## config.mk

```make
export PLATFORM = sky130hd
export DESIGN_NAME = airi5c_fpu_result_collector
export DESIGN_NICKNAME = d
export VERILOG_FILES = /design/src/rtl/airi5c_fpu_result_collector_pkg.sv /design/src/rtl/airi5c_fpu_result_collector.sv
export SDC_FILE = /design/constraint.sdc
export NUM_CORES = 1
export LEC_CHECK = 0
export BUFFER_PORTS_ARGS = -buffer_cell sky130_fd_sc_hd__buf_2
export CAP_MARGIN = 20
export CORE_MARGIN = 5
export CORE_UTILIZATION = 35
export DETAILED_ROUTE_END_ITERATION = 8
export PLACE_DENSITY = 0.8
export SETUP_SLACK_MARGIN = 0.15
export SLEW_MARGIN = 15
export SYNTH_ARGS = -nofsm -noshare
export SYNTH_HDL_FRONTEND = slang
export SYNTH_SLANG_ARGS = --single-unit
export TNS_END_PERCENT = 100
```

## constraint.sdc

```tcl
create_clock -name clk -period 2.1 [get_ports clk]
set_input_delay 0.63 -clock clk [delete_from_list [all_inputs] [get_ports clk]]
set_output_delay 0.63 -clock clk [all_outputs]
set_load 0.01 [all_outputs]
```

## src/rtl/airi5c_fpu_result_collector_pkg.sv

```systemverilog
// Shared FPU definitions: unit IDs, fflags bit positions and the collector's state encoding.
package airi5c_fpu_result_collector_pkg;

    localparam int FPU_UNIT_CMP = 0;
    localparam int FPU_UNIT_ADD = 1;
    localparam int FPU_UNIT_MUL = 2;
    localparam int FPU_UNIT_DIV = 3;

    localparam int FFLAG_NV = 4;
    localparam int FFLAG_DZ = 3;
    localparam int FFLAG_OF = 2;
    localparam int FFLAG_UF = 1;
    localparam int FFLAG_NX = 0;
    localparam int FFLAGS_W = 5;

    typedef enum logic [1:0] {
        ST_IDLE = 2'd0,
        ST_WAIT = 2'd1,
        ST_HOLD = 2'd2
    } state_e;

endpackage

```

## src/rtl/airi5c_fpu_result_collector.sv

```systemverilog
// Collects the result of the single outstanding FP operation, accrues fflags and
// presents the result to the core writeback with a valid/ready handshake.
//   state   | meaning
//   ST_IDLE | nothing outstanding, accepts issue
//   ST_WAIT | waiting for the issued unit's ready pulse, watchdog running
//   ST_HOLD | result held on wb_data until wb_ready
module airi5c_fpu_result_collector
    import airi5c_fpu_result_collector_pkg::*;
#(
    parameter int N_UNITS = 4,
    parameter int TIMEOUT = 64,
    localparam int UW = (N_UNITS > 1) ? $clog2(N_UNITS) : 1,
    localparam int CW = $clog2(TIMEOUT)
) (
    input  logic                      clk,
    input  logic                      n_reset,
    input  logic                      kill,
    input  logic                      issue,
    input  logic [UW-1:0]             issue_unit,
    input  logic                      issue_int_dest,
    input  logic [N_UNITS-1:0]        unit_ready,
    input  logic [32*N_UNITS-1:0]     unit_result,
    input  logic [5*N_UNITS-1:0]      unit_flags,
    input  logic                      wb_ready,
    output logic                      wb_valid,
    output logic [31:0]               wb_data,
    output logic                      wb_int_dest,
    output logic                      busy,
    input  logic                      csr_we,
    input  logic [FFLAGS_W-1:0]       csr_wdata,
    output logic [FFLAGS_W-1:0]       fflags,
    output logic                      timeout_err
);

    state_e              state_q, state_d;
    logic [UW-1:0]       sel_q, sel_d;
    logic                pend_int_q, pend_int_d;
    logic [CW-1:0]       cnt_q, cnt_d;
    logic                wb_valid_q, wb_valid_d;
    logic [31:0]         wb_data_q, wb_data_d;
    logic                wb_int_dest_q, wb_int_dest_d;
    logic                busy_q, busy_d;
    logic [FFLAGS_W-1:0] fflags_q, fflags_d;
    logic                timeout_q, timeout_d;

    logic                sel_ready;
    logic [31:0]         sel_result;
    logic [FFLAGS_W-1:0] sel_flags;
    logic [FFLAGS_W-1:0] fflags_base;

    assign sel_ready  = unit_ready[sel_q];
    assign sel_result = unit_result[32*sel_q +: 32];
    assign sel_flags  = unit_flags[5*sel_q +: 5];

    always_comb begin
        state_d       = state_q;
        sel_d         = sel_q;
        pend_int_d    = pend_int_q;
        cnt_d         = cnt_q;
        wb_data_d     = wb_data_q;
        wb_int_dest_d = wb_int_dest_q;
        timeout_d     = 1'b0;
        // a CSR write replaces the accrued flags but still merges a same-cycle capture
        fflags_base   = csr_we ? csr_wdata : fflags_q;
        fflags_d      = fflags_base;

        if (kill) begin
            state_d = ST_IDLE;
            cnt_d   = '0;
        end else begin
            case (state_q)
                ST_IDLE: begin
                    if (issue) begin
                        sel_d      = issue_unit;
                        pend_int_d = issue_int_dest;
                        cnt_d      = '0;
                        state_d    = ST_WAIT;
                    end
                end
                ST_WAIT: begin
                    if (sel_ready) begin
                        wb_data_d     = sel_result;
                        wb_int_dest_d = pend_int_q;
                        fflags_d      = fflags_base | sel_flags;
                        state_d       = ST_HOLD;
                    end else if (cnt_q == CW'(TIMEOUT - 1)) begin
                        timeout_d = 1'b1;
                        cnt_d     = '0;
                        state_d   = ST_IDLE;
                    end else begin
                        cnt_d = cnt_q + 1'b1;
                    end
                end
                ST_HOLD: begin
                    if (wb_ready) begin
                        state_d = ST_IDLE;
                    end
                end
                default: begin
                    state_d = ST_IDLE;
                end
            endcase
        end

        wb_valid_d = (state_d == ST_HOLD);
        busy_d     = (state_d != ST_IDLE);
    end

    always_ff @(posedge clk or negedge n_reset) begin
        if (!n_reset) begin
            state_q       <= ST_IDLE;
            sel_q         <= '0;
            pend_int_q    <= 1'b0;
            cnt_q         <= '0;
            wb_valid_q    <= 1'b0;
            wb_data_q     <= '0;
            wb_int_dest_q <= 1'b0;
            busy_q        <= 1'b0;
            fflags_q      <= '0;
            timeout_q     <= 1'b0;
        end else begin
            state_q       <= state_d;
            sel_q         <= sel_d;
            pend_int_q    <= pend_int_d;
            cnt_q         <= cnt_d;
            wb_valid_q    <= wb_valid_d;
            wb_data_q     <= wb_data_d;
            wb_int_dest_q <= wb_int_dest_d;
            busy_q        <= busy_d;
            fflags_q      <= fflags_d;
            timeout_q     <= timeout_d;
        end
    end

    assign wb_valid    = wb_valid_q;
    assign wb_data     = wb_data_q;
    assign wb_int_dest = wb_int_dest_q;
    assign busy        = busy_q;
    assign fflags      = fflags_q;
    assign timeout_err = timeout_q;

endmodule

```

# After elaboration in Yosys (flattened, before gate mapping)
# Index checks and enable logic that the tools add are counted.
# op_classes
shift,2
eq_ne,6
addsub,1
mux,21
reduce_logical,6
mul,1
order_cmp,1
n_bitwise,2
# ops
op,n
128-bit by 8-bit variable part select with 32-bit output,1
6-bit two-way mux,4
5-bit two-way mux,4
20-bit by 6-bit variable part select with 5-bit output,1
6-bit case mux with 2 select lines,1
2-bit two-way mux,5
3-bit AND reduction,3
"6-bit by 1-bit adder with 6-bit output, second input constant",1
"6-bit equality test, second input constant",1
"3-bit != test, second input constant",2
2-bit case mux with 3 select lines,1
"3-bit by 2-bit multiplier with 5-bit output, first input constant",1
1-bit two-way mux,5
5-bit bitwise OR,1
"2-bit equality test, second input constant",2
"2-bit by 3-bit less-than comparator with 1-bit output, second input constant",1
3-bit nonzero test,1
1-bit binary-select mux with 2-bit select,1
"2-bit by 1-bit equality test with 1-bit output, second input constant",1
2-bit zero test,1
2-bit nonzero test,1
1-bit inverter,1
# totals
output_inout_bits,41
wordCells,50
input_bits,166
regBits,52

# Depth between registers and ports, before layout
# Gate-level depths: netlist (run 1).
# depth
word_depth,6
depth_mapped,8

# Worst setup path before layout (run 1)
# No wires, ideal clock.
# synth_timing
path_type,input-to-reg
start,in unit_ready[3]
end,"reg busy_q, in the netlist busy"
arrival_ns,1.870
path_slack_ns,0.099
n_path_buf,1
cell_stages,5
cell_sequence,mux4_2 and2_1 clkbuf_1 a31o_1 or3_1
# synth_between
elab_chain_cells,6
# synth_lines
item,line_no,source
"start, declared",airi5c_fpu_result_collector.sv:21,"input logic [N_UNITS-1:0] unit_ready,"
1-bit binary-select mux with 2-bit select,airi5c_fpu_result_collector.sv:51,assign sel_ready = unit_ready[sel_q];
1-bit two-way mux (not written as such),airi5c_fpu_result_collector.sv:51,
2-bit two-way mux,airi5c_fpu_result_collector.sv:81,if (sel_ready) begin
2-bit case mux with 3 select lines,airi5c_fpu_result_collector.sv:71,case (state_q)
2-bit two-way mux,airi5c_fpu_result_collector.sv:67,if (kill) begin
via state_d[1],airi5c_fpu_result_collector.sv:35,"state_e state_q, state_d;"
2-bit nonzero test,airi5c_fpu_result_collector.sv:106,busy_d = (state_d != ST_IDLE);
via busy_d,airi5c_fpu_result_collector.sv:42,"logic busy_q, busy_d;"
"end signal, assigned",airi5c_fpu_result_collector.sv:129,busy_q <= busy_d;
"end, declared",airi5c_fpu_result_collector.sv:42,
# The timed path passes the listed nets, and every way through them passes these cells. The select of a mux whose other input is x is not followed.
# A chain may end at the register's enable or synchronous reset.

# Final worst setup path (run 1)
# layout_timing
start,reg sel_q[0]
end,"reg busy_q, in the netlist busy"
# layout_between
elab_chain_cells,6
# layout_lines
item,line_no,source
"start, declared",airi5c_fpu_result_collector.sv:36,"logic [UW-1:0] sel_q, sel_d;"
"start signal, assigned",airi5c_fpu_result_collector.sv:123,sel_q <= sel_d;
1-bit binary-select mux with 2-bit select,airi5c_fpu_result_collector.sv:51,
1-bit two-way mux (not written as such),airi5c_fpu_result_collector.sv:51,
2-bit two-way mux,airi5c_fpu_result_collector.sv:81,
2-bit case mux with 3 select lines,airi5c_fpu_result_collector.sv:71,
2-bit two-way mux,airi5c_fpu_result_collector.sv:67,
via state_d[1],airi5c_fpu_result_collector.sv:35,
2-bit nonzero test,airi5c_fpu_result_collector.sv:106,
via busy_d,airi5c_fpu_result_collector.sv:42,
# The timed path passes the listed nets, and every way through them passes these cells. The select of a mux whose other input is x is not followed.

==> results of run 1 <==
[registers in the layout, summed over array words and instances, names as in the netlist]
name / count
wb_int_dest: 1
cnt_q: 6
fflags: 5
sel_q: 2
state_q: 2
pend_int_q: 1
timeout_err: 1
wb_data: 32
wb_valid: 1
busy: 1
[metrics by stage]
| stage | utilization [%] | cell area, um2 | std cells | power, W | hold slack (ns) |
|---|---|---|---|---|---|
| floorplan | - | 2990 | 261 | 0.00269 | 0.334 |
| global placement | 51.0 | 4220 | 569 | 0.00341 | 0.444 |
| detailed placement | 51.0 | 4220 | 569 | 0.00348 | 0.458 |
| CTS | 52.0 | 4290 | 576 | 0.00403 | 0.316 |
| global route | 52.0 | 4290 | 576 | 0.00426 | 0.334 |
| finish | 52.0 | 4290 | 576 | 0.00396 | 0.310 |
[final timing paths]
kind                       startpoint    endpoint  slack, ns  cells past startpoint
min reg2reg                wb_data[2]  wb_data[2]       0.47                      2
min in group clk           wb_data[2]  wb_data[2]       0.47                      2
max reg2reg                  sel_q[0]        busy       0.31                      4
max in group asynchronous     n_reset    sel_q[1]       1.53                      2
max                          sel_q[0]        busy       0.31                      4
min                           n_reset    cnt_q[1]       0.31                      2
[final cells by class]
type	instances	area (um2)
Fill cell	782	3970
Multi-Input combinational cell	189	1600
Sequential cell	52	1300
Timing Repair Buffer	221	1170
Tap cell	105	131
Clock buffer	7	76.3
Inverter	2	7.51
[report_power, final]
part | internal, W | switching, W | total (W)
Sequential | 0.00135 | 0.000192 | 0.00155
Clock | 0.000231 | 0.000306 | 0.000537
Combinational | 0.000971 | 0.000905 | 0.00188
Total | 0.00256 | 0.00140 | 0.00396
[cell usage after synthesis (2+ instances only)]
| library cell | count | area, um2 |
|---|---|---|
| buf_2 | 5 | 25.0 |
| nor2_1 | 5 | 18.8 |
| clkbuf_1 | 9 | 33.8 |
| dfrtp_1 | 52 | 1300 |
| nor2b_1 | 7 | 43.8 |
| buf_1 | 3 | 11.3 |
| a221o_1 | 5 | 50.1 |
| mux2_2 | 4 | 45.0 |
| nand2b_1 | 3 | 18.8 |
| o21ai_0 | 2 | 10.0 |
| nand3_1 | 3 | 15.0 |
| nand2_1 | 101 | 379 |
| mux4_2 | 38 | 856 |
| inv_1 | 2 | 7.51 |
[layer usage]
| metal | track usage, % | share of wire, % | vias to the layer above |
|---|---|---|---|
| met5 | 0 | 0 | - |
| met4 | 3.73 | 0.89 | 0 |
| met3 | 4.10 | 7.4 | 8 |
| met2 | 33.0 | 54 | 125 |
| met1 | 21.3 | 37 | 1423 |
| li1 | - | - | 1354 |
[cells by family (layout without fill, tap and decap cells)]
logic type | count (synthesis) | after routing | synth area share, %
simple gates | 127 | 127 | 17.7
flops | 52 | 52 | 43.5
mux | 43 | 43 | 30.5
buf+inv | 20 | 230 | 2.85
compound gates | 18 | 18 | 5.11
fa+ha+maj | 1 | 1 | 0.418
==> flow_summary_export.csv, run 1 <==
group,metric,value,unit
status,status,"finished, final reports clean",
timing,maxSlewViolCount,0,
timing,rsz0062_at_grt,"false",
logic_synthesis,yosysSeqAreaShare,43.5,%
global_routing,grt_pass1_wl,14.8,mm
clocking,clock-sinks,52,
global_routing,grt_max_degree,53,
hold_path,hold_class,"input pin to async pin",
routing,drc,0,
die,core,8260,um2
logic_synthesis,synth_warnings,0,
routing,vias,2910,
clocking,cts_tree,"yes",
clocking,root_buffer,"clkbuf_8",
routing,wirelength,9.52,mm
logic_synthesis,syn_area,2990,um2
logic_synthesis,synthCells,261,
routing,viasPerCell,5.05,
worst_setup_path,crit_required,2.28,ns
flow_run,drv_cap,0,
routing,post_drt_wl_per_cell,16.5,um
logic_synthesis,ys.flop_type,"dfrtp_1",
worst_setup_path,arrival,1.97,ns
place,gp_congestion,0.803,
pwr,vdd_drop_max,377,uV
clocking,ctsHoldBuffers,0,
die,pin_count,207,
global_routing,grt_overflow,0,
logic_synthesis,mappedNetlistNets,428,
worst_setup_path,slowest_delay,0.56,ns
global_routing,grt_use_total,17.9,%
logic_synthesis,synth_edf_count,0,
timing,fin_crit_sh,85.2,%
logic_synthesis,ys_ff_latch,52,
clocking,clk_path_buf_depth,2,
worst_setup_path,crit_buf_inv,0,
die,start_util,36.2,%
clocking,clk_pin_slew_worst_paths,0.09,ns
clocking,cts_made_buffers,5,
die,die-area,10500,um2
clocking,htree_levels,2,
place,portBuffers,206,
timing,final.setup.worst_slack,0.312,ns
timing,tightestPinTransition,0.289,ns
timing,fin_skew,0.00763,ns
layout,final_common_cell,"buf_2",
worst_setup_path,critPathKind,"register to register",
place,post-place-ws,0.0255,ns
layout,layout_common_cells,"buf_2, nand2_1, dfrtp_1",
timing,tns,0,ns
worst_setup_path,slowest_stage,"mux4_2",
timing,max_slew_margin,80.5,%
logic_synthesis,ys_types,36,
global_routing,antenna_found_initial,0,
logic_synthesis,synthArstFlopShare,100,%
worst_setup_path,start_kind,"register",
die,die_h,102,um
global_routing,grt_pass1_vias,3154,
die,num_rows,33,
layout,drive_gt1_share,58.0,%
die,die_w,102,um
place,dp_hpwl,7.85,mm
logic_synthesis,syn_avg_cell_area,11.5,um2
routing,drtIter0Drc,50,
worst_setup_path,cp-end-kind,"register",
layout,nets,638,
timing,finalHoldViolCount,0,
worst_setup_path,cpLargestDelayFamily,"multiplexers",
routing,postRouteAntennaNets,0,
clocking,ctsResizeCount,0,
pwr,power_leakage,2.26,nW
routing,drt_first_pass_iters,4,
worst_setup_path,path_max_fanout,3,
layout,syn_to_final_growth,43.5,%
timing,fin_crit,1.79,ns
layout,n_antenna_cell,0,
clocking,post-cts-setup-buffer-count,0,
timing,setup_viol,0,
pwr,powerDensity,922,nW/um2
worst_setup_path,cp_cell_sequence,"mux4_2, and2_1, a31o_1, or3_1",
timing,max_freq,559,MHz
clocking,clkLatencyLatePin,0.29,ns
No activity file was read; power rests on OpenSTA's default activity.
==> inputs of run 2 (changes only) <==
CTS_CLUSTER_DIAMETER = 200   (was not set)
PLACE_DENSITY = 0.7   (was 0.8)
==> flow_summary_export.csv, run 2 (synthesized netlist as in run 1, its figures left out) <==
group,metric,value,unit
status,status,"finished, final reports clean",
die,core,8260,um2
timing,tightestPinTransition,0.523,ns
global_routing,grt_use_total,18.0,%
worst_setup_path,crit_path_start,"sel_q[0]",
routing,vias,2845,
worst_setup_path,arrival,2.02,ns
worst_setup_path,r2r_start,"sel_q[0]",
worst_setup_path,path_max_fanout,21,
global_routing,grt_overflow,0,
die,die_w,102,um
hold_path,hold_class,"input pin to async pin",
clocking,clk_pin_slew_worst_paths,0.10,ns
global_routing,grt_pass1_wl,14.7,mm
layout,final_util,51.8,%
pwr,p_total,0.00399,W
global_routing,grt_util_met1,21.0,%
worst_setup_path,r2r_slack,0.28,ns
timing,setup_viol,0,
worst_setup_path,crit_required,2.29,ns
die,die-area,10500,um2
layout,layout_common_cells,"buf_2, nand2_1, dfrtp_1",
global_routing,grt_pass1_vias,3112,
clocking,cts_tree,"yes",
pwr,vdd_drop_max,377,uV
layout,fillers,801,
flow_run,drv_cap,0,
clocking,post-cts-setup-buffer-count,0,
timing,rsz0062_at_grt,"false",
layout,final_common_cell,"buf_2",
routing,postRouteAntennaNets,0,
clocking,clk_path_buf_depth,2,
worst_setup_path,start_kind,"register",
layout,drive_gt1_share,57.9,%
worst_setup_path,timing.rr.end,"fflags[0]",
worst_setup_path,worstSetupEndpoint,"fflags[0]",
place,gp_congestion,0.810,
routing,drtIter0Drc,61,
pwr,power_leakage,2.25,nW
worst_setup_path,cp-end-kind,"register",
worst_setup_path,critPathKind,"register to register",
die,die_h,102,um
timing,fin_crit_sh,86.9,%
clocking,htree_levels,2,
clocking,cts_made_buffers,5,
worst_setup_path,r2r_cells,4,
global_routing,use_met2,32.5,%
layout,syn_to_final_growth,43.1,%
die,num_rows,33,
place,dpl_cell_area,4190,um2
die,start_util,36.2,%
place,dp_hpwl,7.70,mm
layout,largest_register_ffs,32,
clocking,ctsHoldBuffers,0,
global_routing,top_usage_layer,"met2",
timing,fin_skew,0.0111,ns
clocking,root_buffer,"clkbuf_8",
routing,drc,0,
clocking,ctsResizeCount,0,
pwr,powerDensity,932,nW/um2
layout,nets,634,
die,pin_count,207,
layout,stdcell_area,4280,um2
place,portBuffers,206,
timing,fin_crit,1.82,ns
clocking,clkLatencyLatePin,0.30,ns
timing,maxSlewViolCount,0,
clocking,clock-sinks,52,
routing,drt_first_pass_iters,4,
routing,post_drt_wl_per_cell,16.3,um
global_routing,grt_max_degree,39,
layout,n_antenna_cell,0,
global_routing,gr-usage-met3,5.26,%
timing,max_slew_margin,65.1,%
routing,viasPerCell,4.97,
global_routing,antenna_found_initial,0,
routing,wirelength,9.32,mm
timing,finalHoldViolCount,0,
timing,max_freq,548,MHz
[run 2: worst max-delay path, stage by stage (launching register included)]
cell	delay (ns)
dfrtp_2	0.41
mux4_2	0.58
and2_1	0.20
buf_4	0.21
a221o_1	0.31
[run 2: worst min path at each step]
| stage | to | cells past startpoint |
|---|---|---|
| global route | timeout_err | 1 |
| finish | timeout_err | 1 |
| global placement | wb_data[3] | 2 |
| floorplan | busy | 0 |
| CTS | timeout_err | 1 |
| detailed placement | wb_data[27] | 2 |
[run 2: layout make-up]
class / instances / area, um2 / area share (%)
Inverter: 2 / 7.51 / 0.175
Multi-Input combinational cell: 189 / 1600 / 37.5
Clock buffer: 7 / 86.3 / 2.02
Clock inverter: 1 / 7.51 / 0.175
Tap cell: 105 / 131 / 3.07
Timing Repair Buffer: 217 / 1140 / 26.6
Sequential cell: 52 / 1300 / 30.5
[run 2: report_power, final]
part	switching, W	total (W)	internal (W)
Sequential	0.000189	0.00154	0.00135
Clock	0.000327	0.000596	0.000269
Combinational	0.000896	0.00185	0.000954
Total	0.00141	0.00399	0.00258
[run 2: per-stage QoR]
stage,std cells,TNS (ns),worst slack [ns],hold WS (ns)
final,573,0,0.275,0.287
after global routing,573,0,0.163,0.325
after CTS,573,0,0.261,0.294
after detailed placement,565,-0.0542,-0.0238,0.458
after global placement,565,0,0.00623,0.453
after floorplan,261,0,0.0989,0.334
[run 2: layer usage]
metal  routed length, um  vias up
met5                   0        -
met4                  98        0
met3                 871        9
met2                4920      125
met1                3430     1367
li1                    -     1344
